### config.mk
export PLATFORM = sky130hd
export DESIGN_NAME = neuron_op_sequencer_flat
export DESIGN_NICKNAME = d
export VERILOG_FILES = /design/src/rtl/neuron_op_sequencer_if.sv /design/src/rtl/neuron_op_sequencer.sv /design/src/flat_wrapper.sv
export SDC_FILE = /design/constraint.sdc
export NUM_CORES = 1
export LEC_CHECK = 0
export BUFFER_PORTS_ARGS = -buffer_cell sky130_fd_sc_hd__buf_2
export CORE_UTILIZATION = 55
export DETAILED_ROUTE_END_ITERATION = 10
export MAX_ROUTING_LAYER = met4
export PLACE_DENSITY = 0.91
export SETUP_SLACK_MARGIN = 0.4
export SLEW_MARGIN = 30
export SYNTH_ARGS = -nofsm -noshare
export SYNTH_HDL_FRONTEND = slang
export SYNTH_SLANG_ARGS = --single-unit
### constraint.sdc
create_clock -name i_clk -period 4.5 [get_ports i_clk]
set_clock_uncertainty 0.2 [all_clocks]
set_input_delay 0.9 -clock i_clk [delete_from_list [all_inputs] [get_ports i_clk]]
set_output_delay 0.9 -clock i_clk [all_outputs]
set_load 0.05 [all_outputs]
### src/rtl/neuron_op_sequencer_if.sv
// Job command / response channel between the HDC/SNN dispatcher (master) and the neuron sequencer (slave).
// Valid/ready on both directions; abort travels with the command side.
interface neuron_op_sequencer_if #(
    parameter int HV_DIM       = 64,
    parameter int THRESH_WIDTH = 16,
    parameter int LEN_W        = $clog2(HV_DIM + 1)
);
    logic                    cmd_valid;
    logic                    cmd_ready;
    logic                    cmd_op;
    logic [HV_DIM-1:0]       cmd_a;
    logic [HV_DIM-1:0]       cmd_b;
    logic [LEN_W-1:0]        cmd_len;
    logic [THRESH_WIDTH-1:0] cmd_threshold;
    logic                    abort;
    logic                    rsp_valid;
    logic                    rsp_ready;
    logic [HV_DIM-1:0]       rsp_hv;
    logic [LEN_W-1:0]        rsp_fire_cnt;

    modport master (
        output cmd_valid, cmd_op, cmd_a, cmd_b, cmd_len, cmd_threshold, abort, rsp_ready,
        input  cmd_ready, rsp_valid, rsp_hv, rsp_fire_cnt
    );

    modport slave (
        input  cmd_valid, cmd_op, cmd_a, cmd_b, cmd_len, cmd_threshold, abort, rsp_ready,
        output cmd_ready, rsp_valid, rsp_hv, rsp_fire_cnt
    );
endinterface

### src/rtl/neuron_op_sequencer.sv
// Drives one bit-serial neuron through a BIND or INTEGRATE job; response after eff_len+OUT_LAT+2 cycles.
// Response held until rsp_ready; no new command is taken until the cycle after the response handshake.
module neuron_op_sequencer #(
    parameter int HV_DIM       = 64,
    parameter int THRESH_WIDTH = 16,
    parameter int OUT_LAT      = 1,
    parameter int LEN_W        = $clog2(HV_DIM + 1)
) (
    input  logic                    i_clk,
    input  logic                    i_rst_n,
    neuron_op_sequencer_if.slave    s_if,
    output logic                    o_busy,
    output logic                    o_n_mode_hdc,
    output logic                    o_n_in_valid,
    output logic                    o_n_weight_bit,
    output logic                    o_n_state_bit,
    output logic                    o_n_start,
    output logic [THRESH_WIDTH-1:0] o_n_threshold,
    input  logic                    i_n_state_bit_out,
    input  logic                    i_n_fire_event
);
    localparam int IDX_W = $clog2(HV_DIM);

    typedef enum logic [2:0] {S_IDLE, S_SETUP, S_STREAM, S_DRAIN, S_RESP} state_t;
    state_t r_state, w_next;

    logic                    r_op;
    logic [HV_DIM-1:0]       r_a, r_b;
    logic [LEN_W-1:0]        r_len, r_idx;
    logic [IDX_W-1:0]        r_out_idx;
    logic [2:0]              r_drain;
    logic [OUT_LAT-1:0]      r_dl_vld;
    logic [IDX_W-1:0]        r_dl_idx [OUT_LAT];
    logic                    r_n_mode_hdc, r_n_in_valid, r_n_weight_bit, r_n_state_bit, r_n_start;
    logic [THRESH_WIDTH-1:0] r_n_threshold;
    logic                    r_rsp_valid;
    logic [HV_DIM-1:0]       r_rsp_hv;
    logic [LEN_W-1:0]        r_fire_cnt;

    logic                    w_accept, w_abort, w_emit, w_cap_vld;
    logic [IDX_W-1:0]        w_cap_idx;
    logic [LEN_W-1:0]        w_eff_len;

    assign s_if.cmd_ready    = i_rst_n && (r_state == S_IDLE) && !s_if.abort;
    assign w_accept          = s_if.cmd_valid && s_if.cmd_ready;
    assign w_abort           = s_if.abort && (r_state != S_IDLE);
    // Emitting a bit for next cycle is exactly "next cycle is a STREAM cycle".
    assign w_emit            = (w_next == S_STREAM);
    assign w_cap_vld         = r_dl_vld[OUT_LAT-1];
    assign w_cap_idx         = r_dl_idx[OUT_LAT-1];

    assign s_if.rsp_valid    = r_rsp_valid;
    assign s_if.rsp_hv       = r_rsp_hv;
    assign s_if.rsp_fire_cnt = r_fire_cnt;
    assign o_busy            = (r_state != S_IDLE);
    assign o_n_mode_hdc      = r_n_mode_hdc;
    assign o_n_in_valid      = r_n_in_valid;
    assign o_n_weight_bit    = r_n_weight_bit;
    assign o_n_state_bit     = r_n_state_bit;
    assign o_n_start         = r_n_start;
    assign o_n_threshold     = r_n_threshold;

    always_comb begin
        w_eff_len = s_if.cmd_len;
        if (!s_if.cmd_op || s_if.cmd_len == '0 || 32'(s_if.cmd_len) > HV_DIM)
            w_eff_len = LEN_W'(HV_DIM);
    end

    always_ff @(posedge i_clk) begin
        if (!i_rst_n) r_state <= S_IDLE;
        else          r_state <= w_next;
    end

    always_comb begin
        w_next = r_state;
        case (r_state)
            S_IDLE:   if (w_accept) w_next = S_SETUP;
            S_SETUP:  w_next = S_STREAM;
            S_STREAM: if (r_idx == r_len) w_next = S_DRAIN;
            S_DRAIN:  if (r_drain == 3'(OUT_LAT - 1)) w_next = S_RESP;
            S_RESP:   if (s_if.rsp_ready) w_next = S_IDLE;
            default:  w_next = S_IDLE;
        endcase
        if (w_abort) w_next = S_IDLE;
    end

    always_ff @(posedge i_clk) begin
        if (!i_rst_n) begin
            r_op           <= 1'b0;
            r_a            <= '0;
            r_b            <= '0;
            r_len          <= '0;
            r_idx          <= '0;
            r_out_idx      <= '0;
            r_drain        <= '0;
            r_dl_vld       <= '0;
            for (int i = 0; i < OUT_LAT; i++) r_dl_idx[i] <= '0;
            r_n_mode_hdc   <= 1'b0;
            r_n_in_valid   <= 1'b0;
            r_n_weight_bit <= 1'b0;
            r_n_state_bit  <= 1'b0;
            r_n_start      <= 1'b0;
            r_n_threshold  <= '0;
            r_rsp_valid    <= 1'b0;
            r_rsp_hv       <= '0;
            r_fire_cnt     <= '0;
        end else begin
            r_n_start    <= w_accept && s_if.cmd_op;
            r_n_in_valid <= w_emit;
            r_rsp_valid  <= (w_next == S_RESP);

            if (w_accept) begin
                r_op          <= s_if.cmd_op;
                r_a           <= s_if.cmd_a;
                r_b           <= s_if.cmd_b;
                r_len         <= w_eff_len;
                r_idx         <= '0;
                r_drain       <= '0;
                r_n_threshold <= s_if.cmd_threshold;
                r_n_mode_hdc  <= !s_if.cmd_op;
                r_rsp_hv      <= '0;
                r_fire_cnt    <= '0;
            end else if (w_cap_vld) begin
                r_rsp_hv[w_cap_idx] <= r_op ? i_n_fire_event : i_n_state_bit_out;
                if (r_op && r_fire_cnt != '1)
                    r_fire_cnt <= r_fire_cnt + LEN_W'(i_n_fire_event);
            end

            // Operands shift out LSB-first so the bit driven never needs a variable index.
            if (w_emit) begin
                r_n_weight_bit <= r_a[0];
                r_n_state_bit  <= r_b[0];
                r_a            <= r_a >> 1;
                r_b            <= r_b >> 1;
                r_out_idx      <= r_idx[IDX_W-1:0];
                r_idx          <= r_idx + LEN_W'(1);
            end

            if (r_state == S_DRAIN) r_drain <= r_drain + 3'd1;

            for (int i = OUT_LAT - 1; i > 0; i--) begin
                r_dl_vld[i] <= r_dl_vld[i-1];
                r_dl_idx[i] <= r_dl_idx[i-1];
            end
            r_dl_vld[0] <= r_n_in_valid;
            r_dl_idx[0] <= r_out_idx;
            if (w_abort) r_dl_vld <= '0;
        end
    end
endmodule

### src/flat_wrapper.sv
// flat-port wrapper written by rule: the top's interface ports become plain ports
module neuron_op_sequencer_flat 
#(
    parameter int HV_DIM       = 64,
    parameter int THRESH_WIDTH = 16,
    parameter int OUT_LAT      = 1,
    parameter int LEN_W        = $clog2(HV_DIM + 1)
)
  (i_clk, i_rst_n, o_busy, o_n_mode_hdc, o_n_in_valid, o_n_weight_bit, o_n_state_bit, o_n_start, o_n_threshold, i_n_state_bit_out, i_n_fire_event, s_if_cmd_valid, s_if_cmd_op, s_if_cmd_a, s_if_cmd_b, s_if_cmd_len, s_if_cmd_threshold, s_if_abort, s_if_rsp_ready, s_if_cmd_ready, s_if_rsp_valid, s_if_rsp_hv, s_if_rsp_fire_cnt);
  neuron_op_sequencer_if #(.HV_DIM(HV_DIM), .THRESH_WIDTH(THRESH_WIDTH), .LEN_W(LEN_W)) s_if_i ();
  input  logic i_clk;
  input  logic i_rst_n;
  output logic o_busy;
  output logic o_n_mode_hdc;
  output logic o_n_in_valid;
  output logic o_n_weight_bit;
  output logic o_n_state_bit;
  output logic o_n_start;
  output logic [THRESH_WIDTH-1:0] o_n_threshold;
  input  logic i_n_state_bit_out;
  input  logic i_n_fire_event;
  input wire logic [$bits(s_if_i.cmd_valid)-1:0] s_if_cmd_valid;
  input wire logic [$bits(s_if_i.cmd_op)-1:0] s_if_cmd_op;
  input wire logic [$bits(s_if_i.cmd_a)-1:0] s_if_cmd_a;
  input wire logic [$bits(s_if_i.cmd_b)-1:0] s_if_cmd_b;
  input wire logic [$bits(s_if_i.cmd_len)-1:0] s_if_cmd_len;
  input wire logic [$bits(s_if_i.cmd_threshold)-1:0] s_if_cmd_threshold;
  input wire logic [$bits(s_if_i.abort)-1:0] s_if_abort;
  input wire logic [$bits(s_if_i.rsp_ready)-1:0] s_if_rsp_ready;
  output wire logic [$bits(s_if_i.cmd_ready)-1:0] s_if_cmd_ready;
  output wire logic [$bits(s_if_i.rsp_valid)-1:0] s_if_rsp_valid;
  output wire logic [$bits(s_if_i.rsp_hv)-1:0] s_if_rsp_hv;
  output wire logic [$bits(s_if_i.rsp_fire_cnt)-1:0] s_if_rsp_fire_cnt;
  assign s_if_i.cmd_valid = s_if_cmd_valid;
  assign s_if_i.cmd_op = s_if_cmd_op;
  assign s_if_i.cmd_a = s_if_cmd_a;
  assign s_if_i.cmd_b = s_if_cmd_b;
  assign s_if_i.cmd_len = s_if_cmd_len;
  assign s_if_i.cmd_threshold = s_if_cmd_threshold;
  assign s_if_i.abort = s_if_abort;
  assign s_if_i.rsp_ready = s_if_rsp_ready;
  assign s_if_cmd_ready = s_if_i.cmd_ready;
  assign s_if_rsp_valid = s_if_i.rsp_valid;
  assign s_if_rsp_hv = s_if_i.rsp_hv;
  assign s_if_rsp_fire_cnt = s_if_i.rsp_fire_cnt;
  neuron_op_sequencer #(.HV_DIM(HV_DIM), .THRESH_WIDTH(THRESH_WIDTH), .OUT_LAT(OUT_LAT), .LEN_W(LEN_W)) u_core (.i_clk(i_clk), .i_rst_n(i_rst_n), .s_if(s_if_i), .o_busy(o_busy), .o_n_mode_hdc(o_n_mode_hdc), .o_n_in_valid(o_n_in_valid), .o_n_weight_bit(o_n_weight_bit), .o_n_state_bit(o_n_state_bit), .o_n_start(o_n_start), .o_n_threshold(o_n_threshold), .i_n_state_bit_out(i_n_state_bit_out), .i_n_fire_event(i_n_fire_event));
endmodule
==> impl_metrics.csv, run 1 <==
group,metric,value,unit
timing,relSlewSlack,30.5,%
layout,fraction_of_final_layout_cells_with_drive_strength_greater_than_1,26.9,%
yosys,synth_most_common_cell,"sky130_fd_sc_hd__nand2_1",
yosys,synth_top_flop_cell,"sky130_fd_sc_hd__dfxtp_1",
setup_path,worst-r2r-setup-slack,1540,ps
timing,report.final.slew_viol_count,0,
die,dieHeight,145,um
run,timing.max_cap.violations,0,
drt,route.antenna.remaining_nets,0,
drt,postRouteWirelength,26900,um
drt,drtIter0Drc,559,
outcome,outcome,"finished, final reports clean",
yosys,synth_fp_nets,1526,
yosys,synthArstFlopShare,0,%
timing,timing.setup.tns,0,ps
cts,post_cts_resized,0,
timing,fin_crit_sh,65.8,%
yosys,mean_instance_size_in_the_synthesized_netlist,8.29,um2
hold_path,holdPathStages,2,
timing,worstMarginPinSlew,1040,ps
hold_path,hold_wc_path_type,"reg -> reg",
global_route,grt_pass1_vias,9636,
yosys,synth.area.mux_share,0.986,%
yosys,count_of_flip_flops_with_a_built_in_enable_after_synthesis,0,
yosys,netlist.area_leader.share,45.2,%
global_route,grt_pass1_wl,44800,um
yosys,synth.top_cells.by_count,"sky130_fd_sc_hd__nand2_1 (319), sky130_fd_sc_hd__nor2_1 (267), sky130_fd_sc_hd__dfxtp_1 (255)",
pwr,total_leakage_power,0.00531,uW
setup_path,cp_endpoint,"u_core.r_a[32]",
yosys,synth-seq-area-share,45.2,%
hold_path,timing.hold.worst.start,"u_core.o_n_in_valid",
setup_path,worst-endpoint-arrival,3180,ps
global_route,grt_overflow,0,
timing,max_freq,338,MHz
global_route,antenna_found_initial,1,
yosys,post_synth_inst_count,1362,
cts,ctsHtreeMaxLevel,1,
layout,fin_nets,1701,
timing,fin_ws,1540,ps
layout,area_growth_syn_to_layout,18.1,%
die,design.core.area,20200,um2
die,die_area,21100,um2
yosys,synth-seq-cells,255,
yosys,syn_area,11300,um2
layout,finish.instance_area,13300,um2
die,std_cell_rows,52,
global_route,track_usage,25.5,%
setup_path,worst_setup_path_start_kind,"flop",
global_route,grt_start_max_net_pins,163,
cts,clock_tree.buffer_depth,3,
cts,ctsHoldBuffers,0,
cts,clock_latency,520,ps
setup_path,path_max_fanout,72,
setup_path,ff2ff_path_depth,7,
setup_path,crit_path_start,"u_core.r_idx[4]",
yosys,synth_fa_ha_area_share,0.554,%
die,dieWidth,145,um
placed_design,placed_wire_length_estimate,17100,um
cts,post-cts-setup-buffer-count,0,
yosys,synthDistinctLibCells,46,
yosys,post_synth_and_or_nand_nor_area_fraction,27.3,%
drt,drcViolationCount,0,
cts,numCtsBuffers,26,
timing,fin_crit,2960,ps
placed_design,routabilityCongestion,0.826,
yosys,yosys.area_share.xor_xnor,1.09,%
die,io_pins,254,
yosys,ys_warn_count,0,
placed_design,placement.setup.worst_slack,1300,ps
placed_design,port_bufs,253,
pwr,vdd.ir_drop.worst,0.000304,V
yosys,largest_family_of_logic_cells_by_synthesized_area,"simple AND/OR/NAND/NOR gates",
setup_path,timing.rr.end,"u_core.r_a[32]",
setup_path,worst_ep_required_time,4720,ps
yosys,synth_top_cell_by_area,"sky130_fd_sc_hd__dfxtp_1",
cts,cts.sinks,255,
cts,clk_transition_reported_paths,60,ps
setup_path,criticalPathCategory,"reg -> reg",
yosys,synth-compound-area-share,19.4,%
layout,total_of_fill_cells_in_the_finished_design,1551,
drt,detail_route.wl_per_cell,14.7,um
drt,vias_per_cell,5.56,
setup_path,critical_path.reg2reg.startpoint,"u_core.r_idx[4]",
timing,setup_viol_count_final,0,
setup_path,worstSetupEndpointType,"flop",
timing,finalHoldViolCount,0,
cts,ctsRootBufferMaster,"sky130_fd_sc_hd__clkbuf_16",
yosys,synth_top_cells_by_area,"sky130_fd_sc_hd__dfxtp_1 (45%), sky130_fd_sc_hd__a311oi_2 (13%), sky130_fd_sc_hd__nand2_1 (11%)",
cts,tritoncts_clock_tree,"yes",
pwr,pwr_density_cell,366,nW/um2
placed_design,placement.cell_area,12500,um2
drt,routed-via-count,10200,
die,floorplan.initialDensity,56.0,%
timing,grt_setup_unrepaired,"no",
drt,detailedRoute.firstPassIterationCount,7,
[sequential cells by signal (all words and copies together) (netlist names)]
name	count
u_core.r_out_idx	6
u_core.o_n_threshold	16
u_core.r_b	64
u_core.r_dl_vld	1
u_core.r_op	1
u_core.r_drain	3
u_core.o_n_state_bit	1
u_core.r_a	64
u_core.s_if.rsp_valid	1
u_core.s_if.rsp_fire_cnt	7
u_core.o_n_start	1
u_core.r_idx	7
u_core.o_n_in_valid	1
u_core.r_len	7
u_core.o_n_weight_bit	1
u_core.r_state	3
u_core.s_if.rsp_hv	64
u_core.o_n_mode_hdc	1
u_core.r_dl_idx	6
[area by class of cell]
class | instances | area, um2 | share of cell area, %
diodes | 1 | 2.50 | 0.0188
clock buffers | 36 | 739 | 5.54
clock inverters | 10 | 90.1 | 0.675
inverters | 5 | 23.8 | 0.178
multi-input cells | 981 | 5590 | 41.9
flip-flops and latches | 255 | 5100 | 38.3
well taps | 270 | 338 | 2.53
repair buffers | 268 | 1460 | 11.0
[layout by cell type (no fill, tap or decap), drive strengths merged, types with 4 or more instances in the layout]
cell	count
a311oi	126
ha	5
clkbuf	36
o21ai	18
nand4	8
nor2	267
a21oi	44
a22o	6
clkinv	5
nor3	100
nand3	14
nand3b	4
mux2i	10
and2	9
nor2b	5
xor2	13
inv	6
nand2	319
buf	268
dfxtp	255
[worst min-delay path by stage]
stage                                          end
after floorplan              u_core.r_dl_idx[0][0]
after global placement             u_core.r_dl_vld
after detailed placement           u_core.r_dl_vld
after CTS                          u_core.r_dl_vld
after global routing      u_core.o_n_threshold[15]
final                              u_core.r_dl_vld
[logic make-up (layout without fill, tap and decap cells)]
logic type,Yosys count,after routing
adders and majority gates,5,5
muxes,11,11
DFF,255,255
other,0,1
AOI/OAI and AO/OA,206,206
and+or+nand+nor,745,745
xor gates and xnor gates,14,14
buffers and inverters,126,319
[metal layers]
layer | global-route usage (%) | share of wire [%] | up-vias
li1 | - | - | 5015
met1 | 31.2 | 43 | 4735
met2 | 42.3 | 48 | 340
met3 | 5.19 | 7.1 | 60
met4 | 7.89 | 2.4 | 0
met5 | - | 0 | -
[worst max-delay path, stage by stage (launching register included)]
cell	delay, ps
sky130_fd_sc_hd__dfxtp_1	460
sky130_fd_sc_hd__xor2_1	100
sky130_fd_sc_hd__nor4_1	540
sky130_fd_sc_hd__a21o_4	460
sky130_fd_sc_hd__buf_16	310
sky130_fd_sc_hd__buf_12	360
sky130_fd_sc_hd__nor2_1	110
sky130_fd_sc_hd__a311oi_2	260
[metrics by stage]
| stage | hold slack, ps | cells | utilization (%) | total power (uW) |
|---|---|---|---|---|
| floorplan | 230 | 1362 | - | 2700 |
| global placement | 229 | 1778 | 61.9 | 2820 |
| detailed placement | 240 | 1778 | 61.9 | 2830 |
| CTS | 250 | 1824 | 66.0 | 4920 |
| global route | 274 | 1826 | 66.2 | 5050 |
| finish | 245 | 1826 | 66.2 | 4890 |
[where the power goes]
part | internal, uW | switching, uW
combinational | 162 | 246
sequential | 2340 | 44.5
clock | 1210 | 893
Power figures use the tool's default switching activity.
==> run 2, diff against run 1 <==
Settings changed: CORE_UTILIZATION 55 to 49, PLACE_DENSITY 0.91 to 0.86.
Clock period 4.5 ns to 2.57 ns, I/O delays scaled along.
==> impl_metrics.csv, run 2 (same netlist as run 1, synthesis figures left out) <==
group,metric,value,unit
outcome,outcome,"finished, final reports clean",
pwr,vdd.ir_drop.worst,0.000619,V
layout,fin_util,71.0,%
die,floorplan.initialDensity,49.9,%
run,timing.max_cap.violations,0,
timing,setup_viol_count_final,0,
drt,drtIter0Drc,920,
die,dieHeight,154,um
setup_path,worstSetupEndpointType,"flop",
hold_path,timing.hold.worst.start,"s_if_cmd_threshold[7]",
setup_path,worst_ep_required_time,2770,ps
drt,route.antenna.remaining_nets,0,
global_route,antenna_found_initial,2,
pwr,fin_total_pwr,9430,uW
drt,routed-via-count,11800,
cts,ctsHtreeMaxLevel,1,
layout,fraction_of_final_layout_cells_with_drive_strength_greater_than_1,38.0,%
timing,fin_crit_sh,93.6,%
global_route,grt_overflow,0,
placed_design,place_inst,1821,
layout,area_growth_syn_to_layout,42.2,%
layout,layout.cells.non_filler,1986,
timing,report.final.slew_viol_count,0,
setup_path,timing.critical_path.depth,10,
drt,detailedRoute.firstPassIterationCount,6,
cts,clock_tree.buffer_depth,3,
setup_path,timing.rr.end,"u_core.r_idx[2]",
global_route,track_usage,29.0,%
global_route,grt_start_max_net_pins,73,
cts,tritoncts_clock_tree,"yes",
timing,relSlewSlack,54.1,%
pwr,pwr_density_cell,587,nW/um2
die,std_cell_rows,55,
drt,drcViolationCount,0,
setup_path,criticalPathCategory,"reg -> reg",
layout,fin_nets,1843,
placed_design,placed_wire_length_estimate,18800,um
layout,most_common_cell_after_layout_fill_and_taps_aside,"sky130_fd_sc_hd__nand2_1",
global_route,grt_pass1_wl,54600,um
setup_path,timing.critical_path.cells,"inv_2, ha_4, nand4b_1, o2111ai_4, a21o_4, buf_8, buf_4, buf_16, buf_6, o41ai_2",
global_route,grt_pass1_vias,10800,
die,design.core.area,22600,um2
cts,clk_transition_reported_paths,60,ps
drt,detail_route.wl_per_cell,19.3,um
hold_path,hold_wc_path_type,"in -> reg",
setup_path,worst-endpoint-arrival,2610,ps
pwr,total_leakage_power,0.00652,uW
cts,clock_latency,530,ps
drt,postRouteWirelength,38400,um
timing,fin_crit,2400,ps
drt,vias_per_cell,5.94,
placed_design,port_bufs,253,
timing,worstMarginPinSlew,686,ps
cts,ctsRootBufferMaster,"sky130_fd_sc_hd__clkbuf_16",
placed_design,routabilityCongestion,0.789,
hold_path,hold_path_end,"u_core.o_n_threshold[7]",
timing,finalHoldViolCount,0,
die,dieWidth,154,um
setup_path,critical_path.reg2reg.startpoint,"u_core.r_drain[1]",
setup_path,ff2ff_path_depth,10,
cts,numCtsBuffers,27,
die,io_pins,254,
setup_path,worst_setup_path_start_kind,"flop",
timing,timing.setup.tns,0,ps
die,die_area,23700,um2
setup_path,timing.critical_path.slowest_cell_delay,350,ps
setup_path,timing.critical_path.slowest_stage_cell,"sky130_fd_sc_hd__dfxtp_2",
setup_path,timing.critical_path.max_delay_family,"compound AO/OA/AOI/OAI gates",
timing,max_freq,416,MHz
layout,highest_count_cells_in_the_layout_ignoring_fill_and_taps,"sky130_fd_sc_hd__nand2_1 (318), sky130_fd_sc_hd__buf_2 (252), sky130_fd_sc_hd__dfxtp_1 (245), sky130_fd_sc_hd__nor2_1 (220), sky130_fd_sc_hd__a311oi_2 (110)",
timing,grt_setup_unrepaired,"yes",
setup_path,path_max_fanout,6,
setup_path,critical_path_buf_inv_count,5,
hold_path,holdPathStages,3,
cts,cts.sinks,255,
setup_path,worst-r2r-setup-slack,170,ps
[run 2: cell count changes in the layout (fill, tap and decap cells not counted), moves of 20 or more]
cell | previous run | this run
sky130_fd_sc_hd__nor2_1 | 267 | 220
sky130_fd_sc_hd__buf_4 | 9 | 51
sky130_fd_sc_hd__buf_6 | 0 | 36
sky130_fd_sc_hd__buf_12 | 5 | 32
sky130_fd_sc_hd__nor2_2 | 0 | 27
sky130_fd_sc_hd__buf_16 | 1 | 23
sky130_fd_sc_hd__nor2_4 | 0 | 20
[run 2: cell type report]
type	instances	area (um2)
Clock inverter	10	155
Sequential cell	255	5130
Clock buffer	39	791
Inverter	5	23.8
Timing Repair Buffer	408	3590
Tap cell	285	357
Multi-Input combinational cell	982	6020
Antenna cell	2	5.00
Fill cell	1432	6570
[run 2: worst register-to-register path: cells and delay by family (launching register included)]
family                   cells  cell delay (ps)
adder cells (fa/ha/maj)      1              160
AO/OA/AOI/OAI                3              820
AND/OR/NAND/NOR              1              180
buffers and inverters        5              580
flip-flops                   1              350
[run 2: repair_timing]
item | 4_1_cts | 5_1_grt
cloned | 21 | 6
resized for setup | 100 | 105
hold endpoints to repair | 1 | 0
hold buffers | 1 | 0
setup buffers | 54 | 32
setup endpoints to repair | 142 | 156
pin swaps | 55 | 73
[run 2: metrics by stage]
| stage | hold slack [ps] | cell area, um2 | worst slack [ps] |
|---|---|---|---|
| floorplan | 230 | 11300 | 479 |
| global placement | 239 | 12800 | 256 |
| detailed placement | 244 | 12800 | 127 |
| CTS | 8.95 | 15200 | 239 |
| global route | 18.5 | 16100 | 142 |
| finish | 21.1 | 16100 | 165 |
[run 2: power breakdown]
| group | leakage [uW] | switching, uW | internal [uW] |
|---|---|---|---|
| registers | 0.00207 | 107 | 4090 |
| clock network | 0.000461 | 1650 | 2530 |
| logic | 0.00399 | 574 | 488 |
| total | 0.00652 | 2330 | 7110 |
[run 2: worst max-delay path by stage]
stage / start / to
5_1_grt: u_core.r_drain[1] / u_core.r_idx[2]
6_report: u_core.r_drain[1] / u_core.r_idx[2]
4_1_cts: u_core.r_state[0] / s_if_cmd_ready
3_5_place_dp: u_core.r_state[1] / u_core.r_b[29]
2_1_floorplan: s_if_abort / u_core.r_a[15]
3_3_place_gp: u_core.r_state[1] / u_core.r_a[34]
[run 2: per-layer routing]
layer / global-route usage (%) / part of all wire, %
met1: 33.8 / 39
met3: 5.10 / 7.3
met5: - / 0
met2: 48.8 / 49
met4: 13.0 / 4.2
